File: src/rtl/crossfade_mixer_if.sv
// Audio-side bundle of the dry/wet crossfade stage: sample strobe, bypass
// request, both stereo sources in, and the mixed stereo result with status out.
interface crossfade_mixer_if #(
   parameter int DATA_WIDTH = 24,
   parameter int GAIN_BITS  = 8
);
   logic                         sample_en;
   logic                         bypass;
   logic signed [DATA_WIDTH-1:0] dry_l;
   logic signed [DATA_WIDTH-1:0] dry_r;
   logic signed [DATA_WIDTH-1:0] wet_l;
   logic signed [DATA_WIDTH-1:0] wet_r;
   logic signed [DATA_WIDTH-1:0] mix_l;
   logic signed [DATA_WIDTH-1:0] mix_r;
   logic                         mix_valid;
   logic                         fading;
   logic [GAIN_BITS:0]           gain;

   modport master (
      output sample_en, bypass, dry_l, dry_r, wet_l, wet_r,
      input  mix_l, mix_r, mix_valid, fading, gain
   );

   modport slave (
      input  sample_en, bypass, dry_l, dry_r, wet_l, wet_r,
      output mix_l, mix_r, mix_valid, fading, gain
   );
endinterface

File: src/rtl/crossfade_mixer.sv
// Click-free dry/wet output stage: linear gain ramp of one step per sample
// strobe, followed by a 3-stage multiply/add/floor-shift stereo mix pipeline.
module crossfade_mixer #(
   parameter int DATA_WIDTH = 24,
   parameter int GAIN_BITS  = 8,
   parameter int RESET_WET  = 1
) (
   input  logic                clk,
   input  logic                rstn,
   crossfade_mixer_if.slave    bus
);

   localparam int PW = DATA_WIDTH + GAIN_BITS + 2;
   localparam logic [GAIN_BITS:0] G_MAX = {1'b1, {GAIN_BITS{1'b0}}};
   localparam logic [GAIN_BITS:0] G_ONE = (GAIN_BITS + 1)'(1);
   localparam logic [GAIN_BITS:0] G_RST = (RESET_WET != 0) ? G_MAX : '0;

   typedef enum logic [1:0] {DRY, TO_WET, WET, TO_DRY} state_t;
   localparam state_t S_RST = (RESET_WET != 0) ? WET : DRY;

   state_t             state_q, state_d;
   logic [GAIN_BITS:0] gain_q, gain_d;
   logic               fading_q;

   logic signed [DATA_WIDTH-1:0] dry_l_p0, dry_r_p0, wet_l_p0, wet_r_p0;
   logic [GAIN_BITS:0]           g_p0;
   logic                         vld_p0;
   logic signed [PW-1:0]         pw_l_p1, pd_l_p1, pw_r_p1, pd_r_p1;
   logic                         vld_p1;
   logic signed [DATA_WIDTH-1:0] mix_l_p2, mix_r_p2;
   logic                         vld_p2;

   logic signed [PW-1:0] gw_x, gd_x;

   function automatic logic signed [PW-1:0] sext(input logic signed [DATA_WIDTH-1:0] x);
      return signed'({{(PW - DATA_WIDTH){x[DATA_WIDTH-1]}}, x});
   endfunction

   // Arithmetic shift gives floor rounding; a convex combination never overflows.
   function automatic logic signed [DATA_WIDTH-1:0] floor_shift(input logic signed [PW-1:0] s);
      return DATA_WIDTH'(s >>> GAIN_BITS);
   endfunction

   always_ff @(posedge clk) begin
      if (!rstn) begin
         state_q  <= S_RST;
         gain_q   <= G_RST;
         fading_q <= 1'b0;
      end else begin
         state_q  <= state_d;
         gain_q   <= gain_d;
         fading_q <= (state_d == TO_WET) || (state_d == TO_DRY);
      end
   end

   // Reversals keep the current gain; the clamps also cover a reversal taken at an endpoint.
   always_comb begin
      state_d = state_q;
      gain_d  = gain_q;
      if (bus.sample_en) begin
         case (state_q)
            DRY: begin
               if (!bus.bypass) state_d = TO_WET;
            end
            TO_WET: begin
               if (bus.bypass) begin
                  state_d = TO_DRY;
               end else if (gain_q >= G_MAX - G_ONE) begin
                  gain_d  = G_MAX;
                  state_d = WET;
               end else begin
                  gain_d = gain_q + G_ONE;
               end
            end
            WET: begin
               if (bus.bypass) state_d = TO_DRY;
            end
            TO_DRY: begin
               if (!bus.bypass) begin
                  state_d = TO_WET;
               end else if (gain_q <= G_ONE) begin
                  gain_d  = '0;
                  state_d = DRY;
               end else begin
                  gain_d = gain_q - G_ONE;
               end
            end
            default: begin
               state_d = S_RST;
               gain_d  = G_RST;
            end
         endcase
      end
   end

   assign gw_x = signed'(PW'(g_p0));
   assign gd_x = signed'(PW'(G_MAX - g_p0));

   always_ff @(posedge clk) begin
      if (!rstn) begin
         vld_p0   <= 1'b0;
         dry_l_p0 <= '0;
         dry_r_p0 <= '0;
         wet_l_p0 <= '0;
         wet_r_p0 <= '0;
         g_p0     <= '0;
         vld_p1   <= 1'b0;
         pw_l_p1  <= '0;
         pd_l_p1  <= '0;
         pw_r_p1  <= '0;
         pd_r_p1  <= '0;
         vld_p2   <= 1'b0;
         mix_l_p2 <= '0;
         mix_r_p2 <= '0;
      end else begin
         // E0: capture samples with the gain in force before this edge's update
         vld_p0 <= bus.sample_en;
         if (bus.sample_en) begin
            dry_l_p0 <= bus.dry_l;
            dry_r_p0 <= bus.dry_r;
            wet_l_p0 <= bus.wet_l;
            wet_r_p0 <= bus.wet_r;
            g_p0     <= gain_q;
         end
         // E1: weighted products
         vld_p1 <= vld_p0;
         if (vld_p0) begin
            pw_l_p1 <= sext(wet_l_p0) * gw_x;
            pd_l_p1 <= sext(dry_l_p0) * gd_x;
            pw_r_p1 <= sext(wet_r_p0) * gw_x;
            pd_r_p1 <= sext(dry_r_p0) * gd_x;
         end
         // E2: sum and rescale; result is held until the next sample
         vld_p2 <= vld_p1;
         if (vld_p1) begin
            mix_l_p2 <= floor_shift(pw_l_p1 + pd_l_p1);
            mix_r_p2 <= floor_shift(pw_r_p1 + pd_r_p1);
         end
      end
   end

   assign bus.mix_l     = mix_l_p2;
   assign bus.mix_r     = mix_r_p2;
   assign bus.mix_valid = vld_p2;
   assign bus.fading    = fading_q;
   assign bus.gain      = gain_q;

endmodule
File: src/flat_wrapper.sv
// flat-port wrapper written by rule: the top's interface ports become plain ports
module crossfade_mixer_flat 
#(
   parameter int DATA_WIDTH = 24,
   parameter int GAIN_BITS  = 8,
   parameter int RESET_WET  = 1
)
  (clk, rstn, bus_sample_en, bus_bypass, bus_dry_l, bus_dry_r, bus_wet_l, bus_wet_r, bus_mix_l, bus_mix_r, bus_mix_valid, bus_fading, bus_gain);
  crossfade_mixer_if #(.DATA_WIDTH(DATA_WIDTH), .GAIN_BITS(GAIN_BITS)) bus_i ();
  input  logic clk;
  input  logic rstn;
  input wire logic [$bits(bus_i.sample_en)-1:0] bus_sample_en;
  input wire logic [$bits(bus_i.bypass)-1:0] bus_bypass;
  input wire logic [$bits(bus_i.dry_l)-1:0] bus_dry_l;
  input wire logic [$bits(bus_i.dry_r)-1:0] bus_dry_r;
  input wire logic [$bits(bus_i.wet_l)-1:0] bus_wet_l;
  input wire logic [$bits(bus_i.wet_r)-1:0] bus_wet_r;
  output wire logic [$bits(bus_i.mix_l)-1:0] bus_mix_l;
  output wire logic [$bits(bus_i.mix_r)-1:0] bus_mix_r;
  output wire logic [$bits(bus_i.mix_valid)-1:0] bus_mix_valid;
  output wire logic [$bits(bus_i.fading)-1:0] bus_fading;
  output wire logic [$bits(bus_i.gain)-1:0] bus_gain;
  assign bus_i.sample_en = bus_sample_en;
  assign bus_i.bypass = bus_bypass;
  assign bus_i.dry_l = bus_dry_l;
  assign bus_i.dry_r = bus_dry_r;
  assign bus_i.wet_l = bus_wet_l;
  assign bus_i.wet_r = bus_wet_r;
  assign bus_mix_l = bus_i.mix_l;
  assign bus_mix_r = bus_i.mix_r;
  assign bus_mix_valid = bus_i.mix_valid;
  assign bus_fading = bus_i.fading;
  assign bus_gain = bus_i.gain;
  crossfade_mixer #(.DATA_WIDTH(DATA_WIDTH), .GAIN_BITS(GAIN_BITS), .RESET_WET(RESET_WET)) u_core (.clk(clk), .rstn(rstn), .bus(bus_i));
endmodule
File: config.mk
export PLATFORM = sky130hd
export DESIGN_NAME = crossfade_mixer_flat
export DESIGN_NICKNAME = d
export VERILOG_FILES = /design/src/rtl/crossfade_mixer_if.sv /design/src/rtl/crossfade_mixer.sv /design/src/flat_wrapper.sv
export SDC_FILE = /design/constraint.sdc
export NUM_CORES = 2
export LEC_CHECK = 0
export CAP_MARGIN = 15
export CORE_ASPECT_RATIO = 2
export CORE_MARGIN = 5
export CORE_UTILIZATION = 50
export CTS_BUF_LIST = sky130_fd_sc_hd__clkbuf_4
export DETAILED_ROUTE_END_ITERATION = 8
export HOLD_SLACK_MARGIN = 0.06
export PLACE_DENSITY = 0.79
export SYNTH_ARGS = -nofsm -noshare
export SYNTH_HDL_FRONTEND = slang
export SYNTH_SLANG_ARGS = --single-unit
File: constraint.sdc
create_clock -name clk -period 7.8 [get_ports clk]
set_input_delay 0.78 -clock clk [delete_from_list [all_inputs] [get_ports clk]]
set_output_delay 0.78 -clock clk [all_outputs]
set_load 0.03 [all_outputs]
Yosys cells after proc, flatten, opt, wreduce, memory -nomap -nowiden
Index checks and enable logic that the tools add are counted.

Register bits: 296. Memories kept: 0. Memory bits (read-only): 0. Logic and storage cells: 52. Bits in writable memories: 0. Latch bits: 0. Input bits: 100. Output and inout port bits: 59.

Shifts and indexed selects: 0. Divide/modulo/power cells: 0. Multipliers: 4. Mux-type cells: 13. Reduce and logical (&&, ||, !) cells: 4. Eq/ne operators: 7. Bitwise operators: 0. Magnitude comparators: 2. Add/subtract/negate cells: 5.

Operators with widths (number): 24-bit by 10-bit multiplier with 32-bit output (4); 32-bit adder (2); 9-bit 2-to-1 mux (4); 9-bit one-hot mux with 2 select lines (1); 2-bit 2-to-1 mux (7); 9-bit by 9-bit subtractor with 10-bit output, first input constant (1); 9-bit by 1-bit adder with 9-bit output, second input constant (1); 9-bit by 8-bit >= comparator with 1-bit output, second input constant (1); 9-bit by 1-bit less-or-equal comparator with 1-bit output, second input constant (1); 9-bit by 1-bit subtractor with 9-bit output, second input constant (1); 2-bit one-hot mux with 4 select lines (1); 2-bit equality test, second input constant (3); 2-bit by 1-bit equality test with 1-bit output, second input constant (2); 2-bit inequality test, second input constant (2); 4-bit AND reduction (1); 2-bit logical NOT (1); 2-bit nonzero test (1); 1-bit logical OR (1).

Depth between registers and ports, before layout
Word-level depth: 7. Gate-level depth with buffers: 29. Depth with buffers taken out: 24.

Worst setup path before layout
No wires, ideal clock.

Path kind: register -> register. Start point: register u_core.g_p0[1]. End point: register u_core.pd_l_p1[29]. Stages on the path, launching flop included: 28. Slack: 1102 ps. Path buffers: 4. Arrival: 6571 ps. Required time: 7673 ps. Clock period less this slack: 6698 ps. Library setup time: 127 ps. Cell sequence: dfxtp_1 -> clkbuf_1 -> clkbuf_1 -> inv_1 -> ha_1 -> nand2_1 -> xor2_1 -> clkbuf_1 -> clkbuf_1 -> nand2_1 -> fa_1 -> inv_1 -> fa_1 -> fa_1 -> fa_1 -> inv_1 -> fa_1 -> inv_1 -> ha_1 -> a21o_1 -> a211o_1 -> nor4_1 -> nor2_1 -> and2_1 -> a221oi_1 -> o21a_1 -> nor3_1 -> or3b_1.

Longest elaborated chain between the ends: 2.

RTL lines: from (decl) (line crossfade_mixer.sv:26) `logic [GAIN_BITS:0] g_p0;`; from (signal assigned) (line crossfade_mixer.sv:123) `g_p0 <= gain_q;`; 9-bit by 9-bit subtractor with 10-bit output (line crossfade_mixer.sv:97) `assign gd_x = signed'(PW'(G_MAX - g_p0));`; 24-bit by 10-bit multiplier with 32-bit output (line crossfade_mixer.sv:129) `pd_l_p1 <= sext(dry_l_p0) * gd_x;`; to (signal assigned) (line crossfade_mixer.sv:129); to (decl) (line crossfade_mixer.sv:28) `logic signed [PW-1:0] pw_l_p1, pd_l_p1, pw_r_p1, pd_r_p1;`.

No other way between the ends. A chain may end at the register's enable or synchronous reset.

Worst setup path after layout
Start point: register u_core.g_p0[0]. End point: register u_core.pd_l_p1[29].

Same word-level chain as after synthesis.

==> flow_summary.yaml <==
worst_setup_path:
  cp-start-kind: "flop"
  path_max_fanout: 29
  worstPathRequired_ns: 8.58
  critPathKind: "flop to flop"
  endpoint_kind: "flop"
  worstPathArrival_ns: 8.00
detailed_routing:
  postRouteAntennaNets: 0
  wl_met1_mm: 40.26
  route.met2.wl_mm: 58.89
  wl_met3_mm: 6.644
  dr.first_iter.drc_count: 1845
  wl_mm: 112.2
  wire_per_inst_um: 18.16
  drcViolationCount: 0
  top_layer: "met5"
  via_per_inst: 5.463
  drt-pass1-iter-count: 6
  vias: 33730
place:
  place_hpwl_mm: 89.97
  gp_congestion: 0.9312
  port-buffer-count: 158
  dp_cells: 6037
synthesis:
  async_flop_share_pct: 0
  synth_seq_cells: 296
  yosysSeqAreaShare_pct: 13.58
  ys_types: 73
  ys_warn_count: 0
  synth_cells: 4956
  avgSynthCellArea_sq_um: 8.803
  synthesis.area_sq_um: 43630
  syn_nets: 6133
  synth_top_flop_cell: "dfxtp_1"
  synth-edff-count: 0
global_routing:
  grtUsageTotal_pct: 24.57
  grt_first_pass_wirelength_mm: 184.9
  grt_max_degree: 102
  grt_pass1_vias: 37040
  overflow: 0
  grt_antenna_before_repair: 4
sta:
  post-route-min-period_ns: 7.223
  slew_violations: 0
  setup_viol_count_final: 0
  fmax_mhz: 138.4
  tns_ns: 0
  skew_ns: 0.09313
  rsz0062_at_grt: "no"
  finalCritPeriodShare_pct: 92.61
  slew_headroom_pct: 23.97
  final-hold-violation-count: 0
  worst_pin_slew_ns: 1.138
cts:
  cts_tree: "built"
  clockBufferDepth: 3
  clkTransAtPathRegs_ns: 0.10
  clockRootBuffer: "clkbuf_4"
  cts_made_buffers: 77
  post-cts-setup-buffers: 0
  cts_resized: 0
  cts.sinks: 296
  clk-insertion-delay-late_ns: 0.96
  h-tree-depth: 3
  hold_buffers: 0
finish:
  drive_gt1_share_pct: 4.316
  seq_area_sq_um: 5937
  mostFrequentLayoutCells: "inv_1, fa_1, and2_1, nand2_1, ha_1"
  area_delta_synth_final_pct: 7.953
  fin_cells: 6175
  nFillCells: 7796
  multiInputGateArea_sq_um: 33590
  finalNetCount: 6131
  layout_commonest_cell: "inv_1"
die:
  ioPinCount: 159
  initial_core_util_pct: 50.31
  core_area_sq_um: 86720
  die_y_um: 427.7
  dieArea_sq_um: 93620
  rows: 153
  die_x_um: 218.9
power_and_ir_drop:
  vdd.ir_drop.worst_mv: 0.09800
  cellLeakagePower_uw: 0.02320
  power_density_nw_per_um2: 85.59
min_path:
  hold_class: "input pin to flop"
job:
  drv_cap: 0
status:
  status: "complete, no violations"
-- worst max-delay path, stage by stage (launching register included) --
cell and delay, ns:
dfxtp_2 0.65, inv_1 0.10, ha_1 0.92, nand2_1 0.18, fa_1 0.57, inv_1 0.05
fa_1 0.49, inv_1 0.05, fa_1 0.50, fa_1 0.50, inv_1 0.05, fa_1 0.44
ha_1 0.36, nand3_1 0.11, nor2_1 0.06, a2111oi_2 0.49, o21ai_0 0.20, and2_1 0.20
a221oi_1 0.53, o21a_1 0.20, nor3_1 0.06, or3b_1 0.34
-- per-stage QoR --
| step | worst slack [ns] | total power [uW] | utilization, % | hold WS, ns | area (sq um) |
|---|---|---|---|---|---|
| CTS | 0.5906 | 4096 | 54.29 | 0.2814 | 47080 |
| finish | 0.5767 | 4031 | 54.31 | 0.3977 | 47100 |
| global placement | 0.8326 | 2515 | 53.10 | 0.4445 | 46050 |
| global route | 0.1904 | 4260 | 54.30 | 0.3327 | 47090 |
| floorplan | 1.102 | 2232 | - | 0.4291 | 43630 |
| detailed placement | 0.6900 | 2536 | 53.10 | 0.4463 | 46050 |
-- flip-flops by register name, indices dropped and copies added (netlist names), 2 cells and up --
name	flops
u_core.pd_l_p1	32
u_core.pd_r_p1	32
u_core.pw_l_p1	32
u_core.pw_r_p1	32
u_core.bus.mix_l	24
u_core.bus.mix_r	24
u_core.dry_l_p0	24
u_core.dry_r_p0	24
u_core.wet_l_p0	24
u_core.wet_r_p0	24
u_core.bus.gain	9
u_core.g_p0	9
u_core.state_q	2
-- logic make-up (layout without fill, tap and decap cells) --
kind of cell	after synthesis	in the layout	share of synthesized area (%)
other	0	8	0
xor gates and xnor gates	179	179	3.593
AOI/OAI and AO/OA	548	548	8.136
buffers and inverters	1124	1173	9.673
DFF	296	296	13.58
muxes	173	173	3.972
adders and majority gates	1077	1077	43.45
and+or+nand+nor	1559	1559	17.59
-- final cells by class --
class | instances | area share, %
antenna | 8 | 0.04251
clock inverter | 30 | 0.5951
clock buffer | 100 | 1.594
multi-input combinational | 3536 | 71.32
timing repair buffer | 197 | 3.998
tap | 1162 | 3.087
inverter | 846 | 6.758
sequential | 296 | 12.61
-- routing by layer --
metal	GRT usage, %	vias up
met1	26.48	16780
met3	4.647	421
met4	12.90	2
met5	0	-
met2	45.24	1138
li1	-	15390
-- path summary, 6_finish.rpt --
check | from | to | slack [ns] | cells past startpoint
worst max-delay path | u_core.g_p0[0]$_SDFFE_PN0P_ | u_core.pd_l_p1[29]$_SDFFE_PN0P_ | 0.58 | 21
worst min-delay path | rstn | u_core.bus.gain[8]$_SDFFE_PN1P_ | 0.40 | 3
worst max register to register | u_core.g_p0[0]$_SDFFE_PN0P_ | u_core.pd_l_p1[29]$_SDFFE_PN0P_ | 0.58 | 21
worst min register to register | u_core.bus.mix_l[12]$_SDFFE_PN0P_ | u_core.bus.mix_l[12]$_SDFFE_PN0P_ | 0.46 | 2
-- cell usage after synthesis, drive strengths merged (8+ instances only) --
| cell | count | area share, % |
|---|---|---|
| nand2 | 486 | 4.2 |
| a211oi | 28 | 0.48 |
| or3 | 13 | 0.19 |
| a31oi | 17 | 0.24 |
| or2 | 24 | 0.34 |
| ha | 347 | 10 |
| mux2i | 172 | 3.9 |
| xnor2 | 125 | 2.5 |
| nor3 | 35 | 0.40 |
| a21o | 69 | 1.2 |
| dfxtp | 296 | 14 |
| nand2b | 11 | 0.16 |
| and2 | 536 | 7.7 |
| buf | 55 | 0.47 |
| clkbuf | 223 | 1.9 |
| and3 | 9 | 0.13 |
| xor2 | 54 | 1.1 |
| nand3 | 51 | 0.59 |
| fa | 730 | 33 |
| o21a | 23 | 0.40 |
| o21ai | 124 | 1.4 |
| nor2 | 321 | 2.8 |
| o21bai | 16 | 0.28 |
| nor2b | 20 | 0.29 |
| o31ai | 10 | 0.17 |
| inv | 846 | 7.3 |
| a21oi | 162 | 1.9 |
| nor4 | 8 | 0.11 |
| nand4 | 19 | 0.27 |
-- report_power, final --
part           internal, uW  switching [uW]  leakage, uW  total (uW)
clock network           773             750     0.000597        1520
registers              1570             138      0.00241        1700
logic                   339             464       0.0202         803
Note: power is estimated with default switching activity, not from simulation.
